**src/rtl/counter_pkg.sv**
```systemverilog
// Shared encodings and defaults for the up/down counter datapath and its control unit.
package counter_pkg;

  localparam logic OP_INC = 1'b0;
  localparam logic OP_DEC = 1'b1;

  // Digit selects are stored as the active-low anode pattern: an[0]=units, an[1]=tens
  localparam logic [1:0] DIG_UNITS = 2'b10;
  localparam logic [1:0] DIG_TENS  = 2'b01;

  localparam int DEFAULT_MAX         = 99;
  localparam int DEFAULT_REFRESH_DIV = 50000;

endpackage

```
**src/rtl/updown_datapath_if.sv**
```systemverilog
// Command/status bundle between the counter control FSM (master) and the datapath (slave).
interface updown_datapath_if #(
  parameter int WIDTH = 7
);

  logic             op;
  logic             c_clr;
  logic             c_ld;
  logic [WIDTH-1:0] count;
  logic             z;
  logic             m;
  logic             cmd_err;

  modport master (output op, c_clr, c_ld, input count, z, m, cmd_err);
  modport slave  (input op, c_clr, c_ld, output count, z, m, cmd_err);

endinterface

```
**src/rtl/seg7_decoder.sv**
```systemverilog
// Combinational BCD to active-low 7-segment decoder; seg[6]=a .. seg[0]=g, 10..15 blank.
module seg7_decoder (
  input  logic [3:0] bcd,
  output logic [6:0] seg
);

  always_comb begin
    seg = 7'b1111111;
    case (bcd)
      4'd0: seg = 7'b0000001;
      4'd1: seg = 7'b1001111;
      4'd2: seg = 7'b0010010;
      4'd3: seg = 7'b0000110;
      4'd4: seg = 7'b1001100;
      4'd5: seg = 7'b0100100;
      4'd6: seg = 7'b0100000;
      4'd7: seg = 7'b0001111;
      4'd8: seg = 7'b0000000;
      4'd9: seg = 7'b0000100;
      default: seg = 7'b1111111;
    endcase
  end

endmodule

```
**src/rtl/updown_datapath.sv**
```systemverilog
// Saturating up/down count register with zero/max flags, sticky command error and
// a two-digit multiplexed 7-segment display driver.
module updown_datapath
  import counter_pkg::*;
#(
  parameter int WIDTH       = 7,
  parameter int MAX         = DEFAULT_MAX,
  parameter int REFRESH_DIV = DEFAULT_REFRESH_DIV
) (
  input  logic              clk,
  input  logic              reset,
  updown_datapath_if.slave  bus,
  output logic [6:0]        seg,
  output logic [1:0]        an
);

  localparam int SCAN_W = (REFRESH_DIV > 1) ? $clog2(REFRESH_DIV) : 1;
  localparam int DIV_W  = (WIDTH > 4) ? WIDTH : 4;

  // Returns {illegal, next}: a step past either limit holds the value and flags it.
  function automatic logic [WIDTH:0] sat_step(input logic [WIDTH-1:0] cur, input logic dir);
    if (dir == OP_INC)
      return (cur < WIDTH'(MAX)) ? {1'b0, cur + 1'b1} : {1'b1, cur};
    else
      return (cur != '0) ? {1'b0, cur - 1'b1} : {1'b1, cur};
  endfunction

  logic [WIDTH-1:0]  count_q;
  logic              err_q;
  logic [WIDTH:0]    step;
  logic [SCAN_W-1:0] scan_q;
  logic [1:0]        an_q;
  logic [DIV_W-1:0]  count_ext;
  logic [DIV_W-1:0]  tens;
  logic [DIV_W-1:0]  units;
  logic [3:0]        digit;
  logic [6:0]        dec_seg;
  logic              blank;

  assign step = sat_step(count_q, bus.op);

  always_ff @(posedge clk or posedge reset) begin
    if (reset) begin
      count_q <= '0;
      err_q   <= 1'b0;
    end else if (bus.c_clr) begin
      count_q <= '0;
      err_q   <= 1'b0;
    end else if (bus.c_ld) begin
      count_q <= step[WIDTH-1:0];
      if (step[WIDTH]) err_q <= 1'b1;
    end
  end

  assign bus.count   = count_q;
  assign bus.z       = (count_q == '0);
  assign bus.m       = (count_q == WIDTH'(MAX));
  assign bus.cmd_err = err_q;

  // Digit scan: the anode register doubles as the digit select so an and seg move together.
  always_ff @(posedge clk or posedge reset) begin
    if (reset) begin
      scan_q <= '0;
      an_q   <= DIG_UNITS;
    end else if (scan_q == SCAN_W'(REFRESH_DIV - 1)) begin
      scan_q <= '0;
      an_q   <= ~an_q;
    end else begin
      scan_q <= scan_q + 1'b1;
    end
  end

  assign count_ext = DIV_W'(count_q);
  assign tens      = count_ext / DIV_W'(10);
  assign units     = count_ext % DIV_W'(10);
  assign digit     = (an_q == DIG_UNITS) ? 4'(units) : 4'(tens);
  assign blank     = (an_q == DIG_TENS) && (tens == '0);

  seg7_decoder u_dec (
    .bcd (digit),
    .seg (dec_seg)
  );

  assign seg = blank ? 7'b1111111 : dec_seg;
  assign an  = an_q;

endmodule

```
**src/flat_wrapper.sv**
```systemverilog
// flat-port wrapper written by rule: the top's interface ports become plain ports
module updown_datapath_flat import counter_pkg::*;
#(
  parameter int WIDTH       = 7,
  parameter int MAX         = DEFAULT_MAX,
  parameter int REFRESH_DIV = DEFAULT_REFRESH_DIV
)
  (clk, reset, seg, an, bus_op, bus_c_clr, bus_c_ld, bus_count, bus_z, bus_m, bus_cmd_err);
  updown_datapath_if #(.WIDTH(WIDTH)) bus_i ();
  input  logic clk;
  input  logic reset;
  output logic [6:0] seg;
  output logic [1:0] an;
  input wire logic [$bits(bus_i.op)-1:0] bus_op;
  input wire logic [$bits(bus_i.c_clr)-1:0] bus_c_clr;
  input wire logic [$bits(bus_i.c_ld)-1:0] bus_c_ld;
  output wire logic [$bits(bus_i.count)-1:0] bus_count;
  output wire logic [$bits(bus_i.z)-1:0] bus_z;
  output wire logic [$bits(bus_i.m)-1:0] bus_m;
  output wire logic [$bits(bus_i.cmd_err)-1:0] bus_cmd_err;
  assign bus_i.op = bus_op;
  assign bus_i.c_clr = bus_c_clr;
  assign bus_i.c_ld = bus_c_ld;
  assign bus_count = bus_i.count;
  assign bus_z = bus_i.z;
  assign bus_m = bus_i.m;
  assign bus_cmd_err = bus_i.cmd_err;
  updown_datapath #(.WIDTH(WIDTH), .MAX(MAX), .REFRESH_DIV(REFRESH_DIV)) u_core (.clk(clk), .reset(reset), .bus(bus_i), .seg(seg), .an(an));
endmodule
```
**config.mk**
```make
export PLATFORM = sky130hd
export DESIGN_NAME = updown_datapath_flat
export DESIGN_NICKNAME = d
export VERILOG_FILES = /design/src/rtl/counter_pkg.sv /design/src/rtl/updown_datapath_if.sv /design/src/rtl/seg7_decoder.sv /design/src/rtl/updown_datapath.sv /design/src/flat_wrapper.sv
export SDC_FILE = /design/constraint.sdc
export NUM_CORES = 1
export LEC_CHECK = 0
export BUFFER_PORTS_ARGS = -buffer_cell sky130_fd_sc_hd__buf_2
export CAP_MARGIN = 0
export CORE_MARGIN = 2
export CORE_UTILIZATION = 30
export DETAILED_ROUTE_END_ITERATION = 6
export PLACE_DENSITY = 0.45
export SYNTH_ARGS = -nofsm -noshare
export SYNTH_HDL_FRONTEND = slang
export SYNTH_SLANG_ARGS = --single-unit
export TNS_END_PERCENT = 50
```
**constraint.sdc**
```tcl
create_clock -name clk -period 4.38 [get_ports clk]
set_input_delay 0.219 -clock clk [delete_from_list [all_inputs] [get_ports clk]]
set_output_delay 0.219 -clock clk [all_outputs]
set_load 0.01 [all_outputs]
```
After elaboration in Yosys (flattened, before gate mapping)
Memory sizes are Yosys's and may differ from the RTL's.
Index checks and enable logic that the tools add are counted.

storage, ports and cells
  register bits after elaboration = 26
  latch bits = 0
  memory bits (writable) = 0
  memory bits (read-only) = 112
  output and inout port bits = 19
  word-level logic and storage cells = 37
  memories = 1

memories
  memory           depth  width  rd ports  clocked after Yosys merged registers in  wr ports  line               text
  (no name shown)  16     7      1         0                                        0         seg7_decoder.sv:9  case (bcd)

cells by class
  add/subtract/negate cells = 3
  $mul = 0
  divide/modulo/power cells = 2
  magnitude comparators = 1
  equality and inequality tests = 5
  shift-type cells = 0
  mux-type cells = 11
  bitwise operators = 1
  reduce and logical (&&, ||, !) cells = 9

operator list
  operator                                                number
  2-to-1 mux 8 bit                                        3
  2-to-1 mux 7 bit                                        3
  adder 16 x 1 -> 16 bit (second input constant)          1
  == test 16 bit (second input constant)                  1
  2-to-1 mux 16 bit                                       1
  zero test 7 bit                                         2
  adder 7 x 1 -> 7 bit (second input constant)            1
  divider 7 x 4 -> 7 bit (second input constant)          1
  == test 7 bit (second input constant)                   1
  < comparator 7 bit (second input constant)              1
  remainder unit 7 x 4 -> 7 bit (second input constant)   1
  nonzero test 7 bit                                      1
  subtractor 7 x 1 -> 7 bit (second input constant)       1
  2-to-1 mux 4 bit                                        1
  nonzero test 2 bit                                      2
  2-to-1 mux 1 bit                                        3
  inequality test 3 x 1 -> 1 bit (second input constant)  1
  AND reduction 3 bit                                     1
  nonzero test 3 bit                                      1
  == test 2 x 1 -> 1 bit (second input constant)          1
  == test 2 bit (second input constant)                   1
  inverter 2 bit                                          1
  AND reduction 2 bit                                     1
  logical AND 1 bit                                       1

Depth between registers and ports, before layout
  depth in word-level cells = 6
  mapped depth = 19

By module
Synthesis repeated with hierarchy kept, for this count alone.

second synthesis, totals
  cells, all modules = 266
  area total of the unflattened synthesis = 2,153.3 um2

by module, submodules not included
  module           instances  cells an instance  area each (um2)
  updown_datapath  1          233                1,943.1
  seg7_decoder     1          33                 210.2

Worst setup path after synthesis
Ideal clock, no wire load.

  kind = register to output
  from = reg u_core.count_q[4], in the netlist u_core.bus.count[4]
  to = out seg[3]
  arrival = 3.475 ns
  data required time = 4.161 ns
  path slack = 0.686 ns
  stages on the path, launching flop included = 20
  buffers on the path = 1
  cells stage by stage = dfrtp_1 -> or2_1 -> inv_2 -> ha_1 -> buf_2 -> nand2_1 -> a31o_2 -> nand3_1 -> inv_1 -> ha_1 -> o221ai_1 -> o41ai_1 -> a21o_1 -> or4_1 -> nand3_1 -> inv_1 -> ha_1 -> nor3b_1 -> o21ai_1 -> o21a_1

on the way
  cells in the longest elaborated chain, start to end = 4

ends and longest elaborated chain
  item                                                                     line                                          text
  from (decl)                                                              updown_datapath.sv:28                         logic [WIDTH-1:0] count_q;
  from (signal assigned)                                                   updown_datapath.sv:50                         count_q <= step[WIDTH-1:0];
  divider 7 x 4 -> 7 bit or remainder unit 7 x 4 -> 7 bit (tied branches)  updown_datapath.sv:74, updown_datapath.sv:75
  2-to-1 mux 4 bit or zero test 7 bit (tied branches)                      updown_datapath.sv:76, updown_datapath.sv:77
  memory (16 x 7 bit) or logical AND 1 bit (tied branches)                 n/a
  2-to-1 mux 7 bit *                                                       updown_datapath.sv:84                         assign seg = blank ? 7'b1111111 : dec_seg;
  to (decl)                                                                flat_wrapper.sv:12                            output logic [6:0] seg;

Mark *: on every way between the ends. The rest lies on a longest branch, timed or not.

Worst setup path in the final report
  from = reg u_core.count_q[4], in the netlist u_core.bus.count[4]
  to = out seg[5]

Same word-level chain as after synthesis.

==> results.json <==
{
  "critPathLaunchType": "register",
  "drt-pass1-iter-count": 4,
  "worstSetupPathType": "reg -> out",
  "fin_skew_ps": 3.77,
  "drive_gt1_share_pct": 21.1,
  "synth-main-ff-cell": "dfrtp_1",
  "num_vias": 2318,
  "path_buf_inv": 4,
  "route.detailed.drc": 0,
  "drv_cap": 0,
  "fin_crit_ps": 4170,
  "antenna_found_initial": 0,
  "yosysWarnings": 0,
  "max_freq_mhz": 240,
  "grt_start_max_net_pins": 27,
  "cp.required_ps": 4160,
  "critPathTopFamily": "compound AO/OA/AOI/OAI gates",
  "fill_cells": 856,
  "drt_wl_total_mm": 6.62,
  "crit_chain": "or2_4 -> inv_2 -> ha_1 -> and3b_2 -> o221ai_1 -> nand3_1 -> inv_1 -> ha_2 -> o221ai_2 -> o41ai_2 -> a21o_2 -> o21ai_0 -> mux2_4 -> inv_1 -> ha_1 -> o21ai_0 -> nand2_1 -> nand3_1 -> buf_2",
  "placeableCoreArea_sq_um": 7770,
  "cts.path.max_buffers": 2,
  "synth_nets": 321,
  "diodes": 0,
  "area_delta_synth_final_pct": 15.6,
  "cts-root-buf": "clkbuf_8",
  "htree_num_levels": 1,
  "max-vdd-ir-drop_mv": 0.134,
  "ant_nets": 0,
  "die_h_microns": 93.9,
  "dieWidth_microns": 93.9,
  "initial_core_util_pct": 31.2,
  "grt_overflow": 0,
  "syn_area_sq_um": 2420,
  "power_density_nw_per_um2": 366,
  "clock_latency_ps": 270,
  "holdWs_ps": 164,
  "worstPathArrival_ps": 3950,
  "gr-usage-all-layers_pct": 15.6,
  "crit_slowest_cell": "dfrtp_1",
  "grt_pass1_vias": 2228,
  "final_cell_mix": "nor2_1, nand2_1, dfrtp_1",
  "nets": 344,
  "critPathMaxFanout": 6,
  "netlist_instances": 305,
  "synth-seq-cells": 26,
  "max_slew_margin_pct": 29.1,
  "synth_edf_count": 0,
  "slew_violations": 0,
  "tightest_slew_ps": 1060,
  "clkTransAtPathRegs_ps": 100,
  "numCtsBuffers": 3,
  "grt_pass1_wl_mm": 11.2,
  "hp-class": "in -> async",
  "cts_tree": "done",
  "endpoint_kind": "output pin",
  "dr.first_iter.drc_count": 59,
  "outcome": "finished, final reports clean",
  "postCtsHoldBufs": 0,
  "netlist-cell-type-count": 71,
  "power.total_mw": 1.03,
  "gp_congestion": 0.877,
  "ios": 24,
  "synth_area_per_cell_sq_um": 7.95,
  "final_common_cell": "nor2_1",
  "setup-tns-final_ps": 0,
  "hpwlAfterDp_mm": 4.81,
  "finalHoldViolCount": 0,
  "cpPeakStageDelay_ps": 390,
  "setup_viol": 0,
  "period_share_pct": 95.2,
  "synth_seq_area_share_pct": 26.9,
  "routedWlPerCell_microns": 15.4,
  "cts.sinks": 26,
  "via_per_inst": 5.40,
  "port_buffers": 23,
  "p_leak_nw": 1.21,
  "rows": 32,
  "dieArea_sq_um": 8820,
  "synthArstFlopShare_pct": 100,
  "final_util_pct": 36.1
}
[metrics by stage]
step | setup slack [ps] | instance area (sq um) | std cells
2_1_floorplan | 686 | 2420 | 305
3_3_place_gp | 499 | 2630 | 419
3_5_place_dp | 370 | 2630 | 419
4_1_cts | 41.2 | 2700 | 423
5_1_grt | -16.8 | 2800 | 429
6_report | 211 | 2800 | 429
[power breakdown]
part / internal (mW) / switching, mW / leakage [nW]
clock network: 0.122 / 0.0805 / 0.0357
logic: 0.225 / 0.312 / 0.833
registers: 0.251 / 0.0344 / 0.340
[sequential cells by signal (all words and copies together), names as in the netlist]
name	count
u_core.an	2
u_core.scan_q	16
u_core.bus.cmd_err	1
u_core.bus.count	7
[synthesized netlist by cell type (3+ instances only)]
cell       n  area [sq um]
nand2b_1   6          37.5
o21ai_0   13          65.1
nand4_1    5          31.3
or3_1      3          18.8
nand2_1   26          97.6
xnor2_1   16           140
dfrtp_1   25           626
and3_1     7          43.8
ha_1      11           138
a31oi_1    5          31.3
buf_2      7          35.0
inv_1     15          56.3
clkbuf_1   6          22.5
a21oi_1   16          80.1
nor3_1     4          20.0
nor2b_1    7          43.8
o21bai_1   3          22.5
nand3_1   18          90.1
xor2_1     6          52.6
a211oi_1   3          22.5
o21ai_1    5          25.0
nor2_1    30           113
o21a_1     5          37.5
[kinds of logic (layout without fill, tap and decap cells)]
kind of cell             Yosys count  after routing  share of synthesized area [%]
buffers and inverters             36             58                           6.86
adder cells (fa/ha/maj)           11             11                           5.68
XOR/XNOR                          22             22                           7.95
AND/OR/NAND/NOR                  124            124                           26.9
AO/OA/AOI/OAI                     84             84                           24.9
multiplexers                       2              2                          0.877
flip-flops                        26             26                           26.9
[metal layers]
metal	vias up	track usage, %	share of wire [%]
met4	0	5.19	1.8
met1	1081	22.2	48
li1	1162	-	-
met5	-	0	0
met3	12	1.69	4.1
met2	63	24.6	46
[path summary, 6_finish.rpt]
check | from | end | slack [ps] | cells after the start
worst max register to register | u_core.bus.count[3] | u_core.bus.count[4] | 1920 | 8
worst min-delay path | reset | u_core.bus.count[2] | 160 | 2
max in group asynchronous | reset | u_core.bus.count[6] | 3540 | 2
worst min register to register | u_core.scan_q[0] | u_core.scan_q[0] | 460 | 1
min in group clk | bus_c_clr | u_core.bus.count[2] | 260 | 2
worst max-delay path | u_core.bus.count[4] | seg[5] | 210 | 19
[cell type report]
cell class	instances	area, sq um	share of cell area (%)
timing repair buffer	37	220	7.86
sequential	26	653	23.3
inverter	17	63.8	2.28
clock inverter	1	30.0	1.07
clock buffer	3	41.3	1.47
tap	102	128	4.55
multi-input combinational	243	1670	59.5
[what timing repair did]
| item | in CTS | in global routing |
|---|---|---|
| gates resized for setup | 0 | 16 |
| buffers inserted | 0 | 6 |
| setup endpoints to repair | 0 | 6 |
No activity file was read; power rests on OpenSTA's default activity.
